$ cat src/rtl/pc_next_controller_if.sv
// pc_next_controller_if: fetch-stage bundle between the next-address
// generator (master) and the surrounding PC register, instruction memory,
// hazard unit, execute stage and interrupt source (slave).
interface pc_next_controller_if #(
    parameter int unsigned ADDR_WIDTH = 32,
    parameter int unsigned WORD_WIDTH = 16
);
    logic                  stall;
    logic [ADDR_WIDTH-1:0] currentCount;
    logic [WORD_WIDTH-1:0] instrWord;
    logic                  hasImm;
    logic                  branchTaken;
    logic [ADDR_WIDTH-1:0] branchTarget;
    logic                  interrupt;
    logic [ADDR_WIDTH-1:0] nextCount;
    logic                  pcStall;
    logic [ADDR_WIDTH-1:0] memAddr;
    logic                  fetchValid;
    logic                  intAck;
    logic [ADDR_WIDTH-1:0] intRetPc;

    modport master (
        input  stall, currentCount, instrWord, hasImm, branchTaken,
               branchTarget, interrupt,
        output nextCount, pcStall, memAddr, fetchValid, intAck, intRetPc
    );

    modport slave (
        output stall, currentCount, instrWord, hasImm, branchTaken,
               branchTarget, interrupt,
        input  nextCount, pcStall, memAddr, fetchValid, intAck, intRetPc
    );
endinterface

$ cat src/rtl/pc_next_controller.sv
// pc_next_controller: computes the value the PC loads each cycle
// (sequential, branch redirect, reset vector, interrupt vector) and the PC
// hold control. Vectors are fetched as two instruction-memory words, high
// word first; the high half is parked in vec_hi for one cycle.
module pc_next_controller #(
    parameter int unsigned           ADDR_WIDTH     = 32,
    parameter int unsigned           WORD_WIDTH     = 16,
    parameter logic [ADDR_WIDTH-1:0] RESET_VEC_ADDR = '0,
    parameter logic [ADDR_WIDTH-1:0] INT_VEC_ADDR   = ADDR_WIDTH'(2)
) (
    input  logic                 clk,
    input  logic                 rst_n,
    pc_next_controller_if.master bus
);

    typedef enum logic [2:0] {
        RST_HI,
        RST_LO,
        RUN,
        INT_HI,
        INT_LO
    } state_t;

    state_t                state;
    logic [WORD_WIDTH-1:0] vec_hi;
    logic                  pending;
    logic                  int_ack;
    logic [ADDR_WIDTH-1:0] int_ret_pc;

    logic [ADDR_WIDTH-1:0] seq_count;
    logic                  int_req;
    logic [ADDR_WIDTH-1:0] vec_word;

    // Sequential address, merged interrupt request and the assembled vector.
    always_comb begin
        seq_count = bus.currentCount + (bus.hasImm ? ADDR_WIDTH'(2) : ADDR_WIDTH'(1));
        int_req   = pending | bus.interrupt;
        vec_word  = ADDR_WIDTH'({vec_hi, bus.instrWord});
    end

    // Combinational fetch outputs; branch beats stall beats interrupt in RUN.
    always_comb begin
        bus.nextCount  = bus.currentCount;
        bus.pcStall    = 1'b1;
        bus.memAddr    = RESET_VEC_ADDR;
        bus.fetchValid = 1'b0;
        case (state)
            RST_HI: begin
                bus.memAddr = RESET_VEC_ADDR;
            end
            RST_LO: begin
                bus.memAddr   = RESET_VEC_ADDR + ADDR_WIDTH'(1);
                bus.nextCount = vec_word;
                bus.pcStall   = 1'b0;
            end
            INT_HI: begin
                bus.memAddr = INT_VEC_ADDR;
            end
            INT_LO: begin
                bus.memAddr   = INT_VEC_ADDR + ADDR_WIDTH'(1);
                bus.nextCount = vec_word;
                bus.pcStall   = 1'b0;
            end
            RUN: begin
                bus.memAddr    = bus.currentCount;
                bus.fetchValid = 1'b1;
                if (bus.branchTaken) begin
                    bus.nextCount  = bus.branchTarget;
                    bus.pcStall    = 1'b0;
                    bus.fetchValid = 1'b0;
                end else if (bus.stall) begin
                    bus.pcStall = 1'b1;
                end else if (int_req) begin
                    bus.pcStall = 1'b1;
                end else begin
                    bus.nextCount = seq_count;
                    bus.pcStall   = 1'b0;
                end
            end
            default: begin
                bus.memAddr = RESET_VEC_ADDR;
            end
        endcase
    end

    // State sequencing, vector high-word capture, pending flag and interrupt acceptance.
    always_ff @(posedge clk or negedge rst_n) begin
        if (!rst_n) begin
            state      <= RST_HI;
            vec_hi     <= '0;
            pending    <= 1'b0;
            int_ack    <= 1'b0;
            int_ret_pc <= '0;
        end else begin
            int_ack <= 1'b0;
            pending <= int_req;
            case (state)
                RST_HI: begin
                    vec_hi <= bus.instrWord;
                    state  <= RST_LO;
                end
                RST_LO: begin
                    state <= RUN;
                end
                INT_HI: begin
                    vec_hi <= bus.instrWord;
                    state  <= INT_LO;
                end
                INT_LO: begin
                    state <= RUN;
                end
                RUN: begin
                    if (!bus.branchTaken && !bus.stall && int_req) begin
                        int_ack    <= 1'b1;
                        int_ret_pc <= seq_count;
                        pending    <= 1'b0;
                        state      <= INT_HI;
                    end
                end
                default: begin
                    pending <= 1'b0;
                    state   <= RST_HI;
                end
            endcase
        end
    end

    assign bus.intAck   = int_ack;
    assign bus.intRetPc = int_ret_pc;

endmodule

$ cat src/flat_wrapper.sv
// flat-port wrapper written by rule: the top's interface ports become plain ports
module pc_next_controller_flat 
#(
    parameter int unsigned           ADDR_WIDTH     = 32,
    parameter int unsigned           WORD_WIDTH     = 16,
    parameter logic [ADDR_WIDTH-1:0] RESET_VEC_ADDR = '0,
    parameter logic [ADDR_WIDTH-1:0] INT_VEC_ADDR   = ADDR_WIDTH'(2)
)
  (clk, rst_n, bus_stall, bus_currentCount, bus_instrWord, bus_hasImm, bus_branchTaken, bus_branchTarget, bus_interrupt, bus_nextCount, bus_pcStall, bus_memAddr, bus_fetchValid, bus_intAck, bus_intRetPc);
  pc_next_controller_if #(.ADDR_WIDTH(ADDR_WIDTH), .WORD_WIDTH(WORD_WIDTH)) bus_i ();
  input  logic clk;
  input  logic rst_n;
  input wire logic [$bits(bus_i.stall)-1:0] bus_stall;
  input wire logic [$bits(bus_i.currentCount)-1:0] bus_currentCount;
  input wire logic [$bits(bus_i.instrWord)-1:0] bus_instrWord;
  input wire logic [$bits(bus_i.hasImm)-1:0] bus_hasImm;
  input wire logic [$bits(bus_i.branchTaken)-1:0] bus_branchTaken;
  input wire logic [$bits(bus_i.branchTarget)-1:0] bus_branchTarget;
  input wire logic [$bits(bus_i.interrupt)-1:0] bus_interrupt;
  output wire logic [$bits(bus_i.nextCount)-1:0] bus_nextCount;
  output wire logic [$bits(bus_i.pcStall)-1:0] bus_pcStall;
  output wire logic [$bits(bus_i.memAddr)-1:0] bus_memAddr;
  output wire logic [$bits(bus_i.fetchValid)-1:0] bus_fetchValid;
  output wire logic [$bits(bus_i.intAck)-1:0] bus_intAck;
  output wire logic [$bits(bus_i.intRetPc)-1:0] bus_intRetPc;
  assign bus_i.stall = bus_stall;
  assign bus_i.currentCount = bus_currentCount;
  assign bus_i.instrWord = bus_instrWord;
  assign bus_i.hasImm = bus_hasImm;
  assign bus_i.branchTaken = bus_branchTaken;
  assign bus_i.branchTarget = bus_branchTarget;
  assign bus_i.interrupt = bus_interrupt;
  assign bus_nextCount = bus_i.nextCount;
  assign bus_pcStall = bus_i.pcStall;
  assign bus_memAddr = bus_i.memAddr;
  assign bus_fetchValid = bus_i.fetchValid;
  assign bus_intAck = bus_i.intAck;
  assign bus_intRetPc = bus_i.intRetPc;
  pc_next_controller #(.ADDR_WIDTH(ADDR_WIDTH), .WORD_WIDTH(WORD_WIDTH), .RESET_VEC_ADDR(RESET_VEC_ADDR), .INT_VEC_ADDR(INT_VEC_ADDR)) u_core (.clk(clk), .rst_n(rst_n), .bus(bus_i));
endmodule
$ cat config.mk
export PLATFORM = sky130hd
export DESIGN_NAME = pc_next_controller_flat
export DESIGN_NICKNAME = d
export VERILOG_FILES = /design/src/rtl/pc_next_controller_if.sv /design/src/rtl/pc_next_controller.sv /design/src/flat_wrapper.sv
export SDC_FILE = /design/constraint.sdc
export NUM_CORES = 1
export LEC_CHECK = 0
export BUFFER_PORTS_ARGS = -buffer_cell sky130_fd_sc_hd__clkbuf_2
export CAP_MARGIN = 40
export CELL_PAD_IN_SITES_DETAIL_PLACEMENT = 1
export CELL_PAD_IN_SITES_GLOBAL_PLACEMENT = 1
export CORE_MARGIN = 4
export CORE_UTILIZATION = 37
export DETAILED_ROUTE_END_ITERATION = 8
export GPL_TIMING_DRIVEN = 1
export PLACE_DENSITY_LB_ADDON = 0.2
export SLEW_MARGIN = 20
export SYNTH_ARGS = -nofsm -noshare
export SYNTH_HDL_FRONTEND = slang
export SYNTH_SLANG_ARGS = --single-unit
$ cat constraint.sdc
create_clock -name clk -period 6.87 [get_ports clk]
set_input_delay 1.374 -clock clk [delete_from_list [all_inputs] [get_ports clk]]
set_output_delay 1.374 -clock clk [all_outputs]
set_load 0.02 [all_outputs]
==> flow_metrics.env, run 1 <==
export IMPL_place_ws_ps=1740
export IMPL_cp_slowest_cell="nor4_4"
export IMPL_synth_top_area_frac=0.309
export IMPL_drtAntennaViolNets=0
export IMPL_finalPower_mw=2.57
export IMPL_switching_share=0.522
export IMPL_async_reset_ff_frac=1.00
export IMPL_antenna_found_initial=1
export IMPL_firstDrtPassIters=5
export IMPL_drc=0
export IMPL_grt_setup_unrepaired="false"
export IMPL_r2r_start="u_core.state[1]$_DFFE_PN0P_"
export IMPL_cts_tree="done"
export IMPL_cts_root_buf="clkbuf_16"
export IMPL_maxSlewHeadroom=0.471
export IMPL_cp_end_kind="output port"
export IMPL_grt_usage=0.262
export IMPL_synth_edf_count=0
export IMPL_fin_util=0.480
export IMPL_hold_violations=0
export IMPL_area_growth_pct=27.1
export IMPL_p_comb_frac=0.665
export IMPL_fmax_ghz=0.195
export IMPL_portBuffers=184
export IMPL_ys_types=54
export IMPL_worstPathMaxFanout=13
export IMPL_crit_required_ps=5500
export IMPL_clock_latency_ps=300
export IMPL_period_minus_slack_ps=5130
export IMPL_p_clk_frac=0.109
export IMPL_grt_first_pass_wirelength_um=26900
export IMPL_status="finished, final reports clean"
export IMPL_design_area_um2=5450
export IMPL_avgSynthCellArea_um2=8.30
export IMPL_cts_max_path_buffers=2
export IMPL_ctsResizeCount=0
export IMPL_ios=185
export IMPL_cts_setup_buffers=0
export IMPL_hold_class="reg2reg"
export IMPL_power_switching_mw=1.34
export IMPL_crit_type="in2out"
export IMPL_timing_rr_end="u_core.bus.intRetPc[23]$_DFFE_PN0P_"
export IMPL_finalCritPeriodShare=0.747
export IMPL_die_area_um2=13400
export IMPL_ys_warn_count=0
export IMPL_cts_sinks=53
export IMPL_fp_row_count=39
export IMPL_crit_top_cell="clkbuf_2"
export IMPL_p_per_area_nw_per_um2=472
export IMPL_final_common_cell="clkbuf_2"
export IMPL_max_slew_worst_pin_slew_ps=787
export IMPL_synthTopCellsByArea="dfrtp_1, mux2_2, xor2_1"
export IMPL_dp_hpwl_um=13500
export IMPL_die_x_um=116
export IMPL_slew_viol_final=0
export IMPL_core_area_um2=11400
export IMPL_rrSetupSlack_ps=4270
export IMPL_path_cells="clkbuf_2 -> inv_1 -> ha_1 -> fa_1 -> nand4_2 -> nor4_4 -> nand3_1 -> xor2_1 -> o21ai_0 -> clkbuf_2"
export IMPL_h_tree_depth=2
export IMPL_fin_cells=816
export IMPL_setup_viol=0
export IMPL_drive_gt1_frac=0.363
export IMPL_power_internal_mw=1.23
export IMPL_drt_total_wl_um=17600
export IMPL_die_y_um=116
export IMPL_crit_end="bus_nextCount[22]"
export IMPL_cts_buffers=5
export IMPL_place_congestion=0.873
export IMPL_avgViaCountPerCell=5.88
export IMPL_yosys_area_top_type="dfrtp_1"
export IMPL_final_cell_mix="clkbuf_2, dfrtp_1, nor2_1"
export IMPL_initial_core_util=0.377
export IMPL_slowest_delay_ps=690
export IMPL_hold_buffers=0
export IMPL_seqPwrFrac=0.226
export IMPL_drt_wirelength_per_cell_um=21.5
export IMPL_grt_max_degree=54
export IMPL_fin_nets=760
export IMPL_ir_worst_vdd_mv=0.256
export IMPL_drt_iter0_markers=339
export IMPL_setup_tns_ps=0
export IMPL_startpoint="bus_hasImm"
export IMPL_dp_cells=806
export IMPL_synth_ff_type="dfrtp_1"
export IMPL_syn_nets=606
export IMPL_setup_ws_ps=1740
export IMPL_placed_cell_area_um2=5290
export IMPL_holdWs_ps=510
export IMPL_synth_area_um2=4290
export IMPL_num_vias=4795
export IMPL_cap_violations=0
export IMPL_ys_ff_latch=53
export IMPL_clk_pin_slew_worst_paths_ps=80
export IMPL_p_leak_nw=2.48
export IMPL_worst_clock_skew_ps=11.2
export IMPL_ys_seq_area_frac=0.309
export IMPL_grt_overflow_total=0
export IMPL_start_kind="input port"
export IMPL_grt_pass1_vias=4706
export IMPL_worstPathArrival_ps=3760
export IMPL_netlist_instances=517
export IMPL_rr_worst_depth=6
[Yosys cell counts (3+ instances only)]
master	count
dfrtp_1	53
nor2_1	52
a21oi_1	41
and2_1	33
nand2_1	29
clkbuf_1	26
nand3_1	26
o21ai_0	26
xor2_1	25
buf_2	20
mux2_2	20
nand4_1	20
a22oi_1	15
xnor2_1	12
a222oi_1	9
and3_1	8
inv_1	8
mux2i_1	7
nor3_1	7
o211ai_1	7
a221oi_1	6
buf_4	4
nor4_1	4
nor4_4	4
o311ai_0	4
or3_1	4
a221o_1	3
a41oi_1	3
and4_1	3
o21a_1	3
o21ai_1	3
[kinds of logic after synthesis]
logic type,count (synthesis),share of synthesized area
adders and majority gates,3,0.0105
muxes,27,0.0688
DFF,53,0.309
and+or+nand+nor,207,0.275
AOI/OAI and AO/OA,130,0.199
xor gates and xnor gates,37,0.0756
buffers and inverters,60,0.0621
[metal layers]
layer  share of wire  global-route usage
met1            0.42               0.357
met2            0.48               0.426
met3           0.076              0.0454
met4           0.030              0.0843
met5         0.00040                   0
[registers in the layout, indices dropped and copies added, names as in the netlist]
name,count
u_core.bus.intRetPc,32
u_core.bus.intAck,1
u_core.vec_hi,16
u_core.pending,1
u_core.state,3
[how the worst min path moves through the flow]
stage                                        from                             to  slack, ps  cells after the start
floorplan           u_core.vec_hi[13]$_DFFE_PN0N_  u_core.vec_hi[13]$_DFFE_PN0N_        470                      1
global placement    u_core.vec_hi[15]$_DFFE_PN0N_  u_core.vec_hi[15]$_DFFE_PN0N_        490                      1
detailed placement  u_core.vec_hi[15]$_DFFE_PN0N_  u_core.vec_hi[15]$_DFFE_PN0N_        490                      1
CTS                 u_core.vec_hi[15]$_DFFE_PN0N_  u_core.vec_hi[15]$_DFFE_PN0N_        510                      1
global route        u_core.vec_hi[15]$_DFFE_PN0N_  u_core.vec_hi[15]$_DFFE_PN0N_        530                      1
finish              u_core.vec_hi[15]$_DFFE_PN0N_  u_core.vec_hi[15]$_DFFE_PN0N_        510                      1
[power by group through the flow]
stage / combinational (mW) / sequential [mW] / clock [mW]
after global placement: 1.68 / 0.580 / 0
after global routing: 1.85 / 0.603 / 0.299
after floorplan: 1.01 / 0.664 / 0
after CTS: 1.72 / 0.582 / 0.285
after detailed placement: 1.71 / 0.588 / 0
final: 1.71 / 0.581 / 0.280
[layout make-up]
type / count / area (um2)
clock inverters: 1 / 5.00
flip-flops and latches: 53 / 1330
inverters: 9 / 33.8
multi-input cells: 404 / 2720
repair buffers: 198 / 1040
fillers: 1427 / 5920
diodes: 1 / 2.50
well taps: 143 / 179
clock buffers: 7 / 153
[critical path, delay by kind of cell]
kind                       cells  cell delay, ps
adders and majority gates      2             510
buffers and inverters          3             400
xor gates and xnor gates       1             180
AOI/OAI and AO/OA              1             230
and+or+nand+nor                3            1040
(Power assumes the default switching activity.)
==> inputs of run 2 (changes only) <==
- CORE_UTILIZATION: 37 -> 31
- clock period: 6.87 -> 4.1 ns (I/O delays scaled with it)
==> run 2 against run 1 <==
  * Largest power group unchanged
  * Setup slack got worse by 1400 ps
  * Sequential power increased by 70%
  * Cell count increased by 4.9%
==> flow_metrics.env, run 2 (synthesis results as in run 1) <==
export IMPL_worstPathArrival_ps=2960
export IMPL_placed_cell_area_um2=5390
export IMPL_drive_gt1_frac=0.368
export IMPL_die_area_um2=15800
export IMPL_drt_wirelength_per_cell_um=21.3
export IMPL_worstPathMaxFanout=6
export IMPL_cts_sinks=53
export IMPL_met1_length_um=7870
export IMPL_grt_overflow_total=0
export IMPL_rr_worst_depth=5
export IMPL_cts_setup_buffers=0
export IMPL_cts_buffers=5
export IMPL_drt_total_wl_um=18200
export IMPL_clock_latency_ps=310
export IMPL_grt_max_degree=35
export IMPL_finalCritPeriodShare=0.922
export IMPL_cts_tree="done"
export IMPL_grt_first_pass_wirelength_um=28500
export IMPL_final_common_cell="clkbuf_2"
export IMPL_design_area_um2=5530
export IMPL_clk_pin_slew_worst_paths_ps=70
export IMPL_die_x_um=126
export IMPL_period_minus_slack_ps=3780
export IMPL_final_cell_mix="clkbuf_2, dfrtp_1, nor2_1"
export IMPL_grt_pass1_vias=4887
export IMPL_initial_core_util=0.320
export IMPL_fmax_ghz=0.264
export IMPL_setup_tns_ps=0
export IMPL_p_leak_nw=2.51
export IMPL_die_y_um=126
export IMPL_core_area_um2=13400
export IMPL_num_vias=4767
export IMPL_p_per_area_nw_per_um2=785
export IMPL_worst_clock_skew_ps=4.91
export IMPL_avgViaCountPerCell=5.57
export IMPL_firstDrtPassIters=5
export IMPL_drt_iter0_markers=281
export IMPL_fp_row_count=42
export IMPL_slew_viol_final=0
export IMPL_dp_hpwl_um=14400
export IMPL_max_slew_worst_pin_slew_ps=679
export IMPL_drtAntennaViolNets=0
export IMPL_cp_end_kind="output port"
export IMPL_startpoint="bus_hasImm"
export IMPL_met3WireLength_um=1190
export IMPL_area_growth_pct=29.0
export IMPL_hold_violations=0
export IMPL_grt_setup_unrepaired="false"
export IMPL_antenna_found_initial=0
export IMPL_portBuffers=184
export IMPL_cts_max_path_buffers=2
export IMPL_start_kind="input port"
export IMPL_ios=185
export IMPL_antenna_diode_count=0
export IMPL_dr_max_layer_used="met4"
export IMPL_largest_reg_flops=32
export IMPL_status="finished, final reports clean"
export IMPL_rrSetupSlack_ps=1650
export IMPL_fin_util=0.413
export IMPL_fin_nets=769
export IMPL_met2_length_um=8790
export IMPL_finalPower_mw=4.34
export IMPL_crit_required_ps=3280
export IMPL_cap_violations=0
export IMPL_r2r_start="u_core.state[1]$_DFFE_PN0P_"
export IMPL_maxSlewHeadroom=0.543
export IMPL_place_congestion=0.881
export IMPL_ctsResizeCount=0
export IMPL_h_tree_depth=2
export IMPL_drc=0
export IMPL_hold_class="in2async"
export IMPL_hold_buffers=0
export IMPL_grt_usage=0.228
export IMPL_cts_root_buf="clkbuf_16"
export IMPL_ir_worst_vdd_mv=0.322
export IMPL_setup_viol=0
export IMPL_crit_type="in2out"
[run 2: final cells by class]
class | count | area [um2]
Fill cell | 1664 | 7870
Multi-Input combinational cell | 404 | 2710
Sequential cell | 53 | 1330
Timing Repair Buffer | 207 | 1100
Tap cell | 176 | 220
Clock buffer | 7 | 143
Inverter | 9 | 33.8
[run 2: report_power, final]
part | internal [mW] | total (mW) | switching (mW)
registers | 0.786 | 0.986 | 0.200
clock network | 0.241 | 0.450 | 0.209
logic | 1.04 | 2.90 | 1.87
total | 2.06 | 4.34 | 2.28
[run 2: routing by layer]
metal | global-route usage | vias up
met5 | 0 | -
met4 | 0.0657 | 0
met3 | 0.0356 | 21
met2 | 0.378 | 179
met1 | 0.308 | 2341
li1 | - | 2226
[run 2: through the flow]
stage	hold slack, ps	worst slack, ps	instances
floorplan	472	505	517
global placement	489	464	848
detailed placement	496	340	849
CTS	512	320	856
global route	535	180	856
finish	510	319	856
[run 2: worst paths after layout]
path                                                       endpoint
worst max register to register  u_core.bus.intRetPc[23]$_DFFE_PN0P_
worst max-delay path                              bus_nextCount[10]
worst min-delay path            u_core.bus.intRetPc[16]$_DFFE_PN0P_
max in group asynchronous        u_core.bus.intRetPc[7]$_DFFE_PN0P_
worst min register to register        u_core.vec_hi[13]$_DFFE_PN0N_
min in group clk                      u_core.vec_hi[13]$_DFFE_PN0N_
[run 2: critical path, cell delays in order]
cell	delay, ps
clkbuf_2	120
inv_1	60
ha_1	180
fa_1	330
nand3_4	160
nor3_1	390
nand3_1	210
o311ai_1	280
o311ai_0	200
clkbuf_2	210
==> inputs of run 3 (changes only) <==
- ABC_AREA: unset -> 1
- CORE_UTILIZATION: 31 -> 29
==> run 3 against run 2 <==
  * Count of clock-buffer cells in the layout is 2 lower
  * Sequential power is 7.6% lower
  * Clock skew increased by 1.7 ps
  * Synthesized cell count increased by 39%
  * Non-clock buffer count is 11 lower
  * Cell count rose by 25%
  * Register-to-register slack better by 80 ps
  * Die area is 8.4% higher
  * Routed wire length rose by 13%
  * Via count rose by 13%
  * Sequential share of layout area down 0.42 points
  * Area after synthesis is 1.9% higher
==> flow_metrics.env, run 3 <==
export IMPL_p_per_area_nw_per_um2=739
export IMPL_setup_viol=0
export IMPL_synth_top_area_frac=0.303
export IMPL_place_congestion=0.932
export IMPL_cap_violations=0
export IMPL_firstDrtPassIters=5
export IMPL_avgViaCountPerCell=5.02
export IMPL_finalCritPeriodShare=0.902
export IMPL_p_clk_frac=0.122
export IMPL_h_tree_depth=2
export IMPL_slew_viol_final=0
export IMPL_period_minus_slack_ps=3700
export IMPL_seqPwrFrac=0.219
export IMPL_num_vias=5396
export IMPL_crit_type="in2out"
export IMPL_setup_ws_ps=401
export IMPL_grt_setup_unrepaired="false"
export IMPL_startpoint="bus_hasImm"
export IMPL_crit_top_cell="nand2_1"
export IMPL_core_area_um2=14600
export IMPL_cts_setup_buffers=0
export IMPL_dp_hpwl_um=16700
export IMPL_clock_latency_ps=310
export IMPL_worst_clock_skew_ps=6.57
export IMPL_ys_top_cells_by_count="nand2_1, nor2_1, nand3_1"
export IMPL_drc=0
export IMPL_portBuffers=184
export IMPL_fmax_ghz=0.270
export IMPL_fin_nets=978
export IMPL_drive_gt1_frac=0.263
export IMPL_synth_area_um2=4370
export IMPL_cts_root_buf="clkbuf_16"
export IMPL_grt_first_pass_wirelength_um=31100
export IMPL_antenna_diode_count=0
export IMPL_die_y_um=131
export IMPL_cp_end_kind="output port"
export IMPL_die_x_um=131
export IMPL_grt_pass1_vias=5426
export IMPL_max_slew_worst_pin_slew_ps=672
export IMPL_avgSynthCellArea_um2=6.08
export IMPL_ctsResizeCount=0
export IMPL_drtAntennaViolNets=0
export IMPL_worstPathArrival_ps=2880
export IMPL_grt_overflow_total=0
export IMPL_grt_max_degree=38
export IMPL_crit_required_ps=3280
export IMPL_drt_total_wl_um=20600
export IMPL_switching_share=0.530
export IMPL_antenna_found_initial=0
export IMPL_synth_most_common_cell="nand2_1"
export IMPL_ir_worst_vdd_mv=0.455
export IMPL_place_ws_ps=471
export IMPL_status="finished, final reports clean"
export IMPL_cp_slowest_cell="fa_1"
export IMPL_ys_seq_area_frac=0.303
export IMPL_setup_tns_ps=0
export IMPL_worstPathMaxFanout=4
export IMPL_synth_edf_count=0
export IMPL_hold_class="reg2reg"
export IMPL_hold_violations=0
export IMPL_p_leak_nw=3.08
export IMPL_cts_sinks=53
export IMPL_min_delay_start="u_core.bus.intRetPc[1]$_DFFE_PN0P_"
export IMPL_cts_tree="done"
export IMPL_fillers=2040
export IMPL_clk_pin_slew_worst_paths_ps=80
export IMPL_initial_core_util=0.299
export IMPL_die_area_um2=17100
export IMPL_final_cell_mix="nand2_1, clkbuf_2, nor2_1"
export IMPL_p_comb_frac=0.659
export IMPL_maxSlewHeadroom=0.552
export IMPL_cts_buffers=5
export IMPL_synth_ff_type="dfrtp_1"
export IMPL_r2r_start="u_core.state[0]$_DFFE_PN0P_"
export IMPL_ys_types=28
export IMPL_power_internal_mw=1.95
export IMPL_yosys_area_top_type="dfrtp_1"
export IMPL_power_switching_mw=2.20
export IMPL_syn_nets=808
export IMPL_drt_wirelength_per_cell_um=19.1
export IMPL_start_kind="input port"
export IMPL_hold_buffers=0
export IMPL_ys_ff_latch=53
export IMPL_drt_iter0_markers=370
export IMPL_synthTopCellsByArea="dfrtp_1, nand2_1, nor2_1"
export IMPL_grt_usage=0.240
export IMPL_async_reset_ff_frac=1.00
export IMPL_ys_warn_count=0
export IMPL_largest_reg_flops=32
export IMPL_path_cells="clkbuf_2 -> inv_1 -> ha_1 -> fa_1 -> nand2_1 -> nor2_1 -> nand2_1 -> nor2_1 -> nand2_1 -> nand2_1 -> o21ai_0 -> nand2_1 -> nand2_1 -> clkbuf_2"
export IMPL_final_common_cell="nand2_1"
export IMPL_fin_util=0.384
export IMPL_cts_max_path_buffers=2
export IMPL_slowest_delay_ps=430
export IMPL_ios=185
export IMPL_netlist_instances=719
export IMPL_fp_row_count=44
export IMPL_area_growth_pct=28.8
-- run 3: changes by cell type in the layout (fill, tap and decap cells not counted), sizes merged, moves of 8 or more --
| cell | change |
|---|---|
| nand2 | +231 |
| nor2 | +74 |
| inv | +51 |
| nand3 | +40 |
| and2 | -34 |
| xor2 | -19 |
| nand4 | -18 |
| buf | -11 |
| xnor2 | -11 |
| a222oi | -9 |
| and3 | -8 |
| nor4 | -8 |
-- run 3: metrics by stage --
stage	instance area (um2)	power (mW)	hold slack, ps	std cells
after CTS	5630	4.20	485	1074
after detailed placement	5460	3.68	465	1066
after global routing	5630	4.46	511	1074
after global placement	5430	3.61	462	1064
after floorplan	4370	2.69	476	719
final	5630	4.16	477	1074
-- run 3: worst paths after layout --
path	depth (start not counted)	to	slack [ps]
min in group asynchronous	1	u_core.bus.intRetPc[7]$_DFFE_PN0P_	530
min	2	u_core.bus.intRetPc[1]$_DFFE_PN0P_	480
max in group asynchronous	2	u_core.vec_hi[10]$_DFFE_PN0N_	2690
max	14	bus_nextCount[14]	400
min reg2reg	2	u_core.bus.intRetPc[1]$_DFFE_PN0P_	480
max reg2reg	8	u_core.bus.intRetPc[26]$_DFFE_PN0P_	1730
-- run 3: power groups by stage --
| stage | sequential, mW | combinational [mW] | clock [mW] |
|---|---|---|---|
| global route | 0.939 | 2.97 | 0.545 |
| global placement | 0.916 | 2.70 | 0 |
| detailed placement | 0.921 | 2.76 | 0 |
| CTS | 0.912 | 2.77 | 0.523 |
| floorplan | 1.08 | 1.62 | 0 |
| finish | 0.911 | 2.74 | 0.507 |
-- run 3: cells by family (layout without fill, tap and decap cells) --
group | Yosys count | count (layout) | share of synthesized area
compound gates | 87 | 87 | 0.116
xor+xnor | 7 | 7 | 0.0140
fa+ha+maj | 3 | 3 | 0.0103
buf+inv | 91 | 262 | 0.0896
flops | 53 | 53 | 0.303
mux | 16 | 16 | 0.0412
simple gates | 462 | 462 | 0.426
-- run 3: worst max-delay path: cells and delay by family --
family,cells,cell delay [ps]
adder cells (fa/ha/maj),2,650
AND/OR/NAND/NOR,8,690
buffers and inverters,3,330
AO/OA/AOI/OAI,1,380
-- run 3: final cells by class --
cell class	count	area (um2)	share of cell area
Clock buffer	5	125	0.0222
Tap cell	184	230	0.0409
Inverter	58	218	0.0387
Clock inverter	3	43.8	0.00778
Multi-Input combinational cell	575	2660	0.472
Timing Repair Buffer	196	1030	0.183
Sequential cell	53	1330	0.236
-- run 3: layer usage --
metal,GRT usage,routed length [um],up-vias
met5,0,0,-
met1,0.347,9920,2557
met3,0.0350,1100,23
met2,0.379,9180,178
li1,-,-,2638
met4,0.0557,363,0
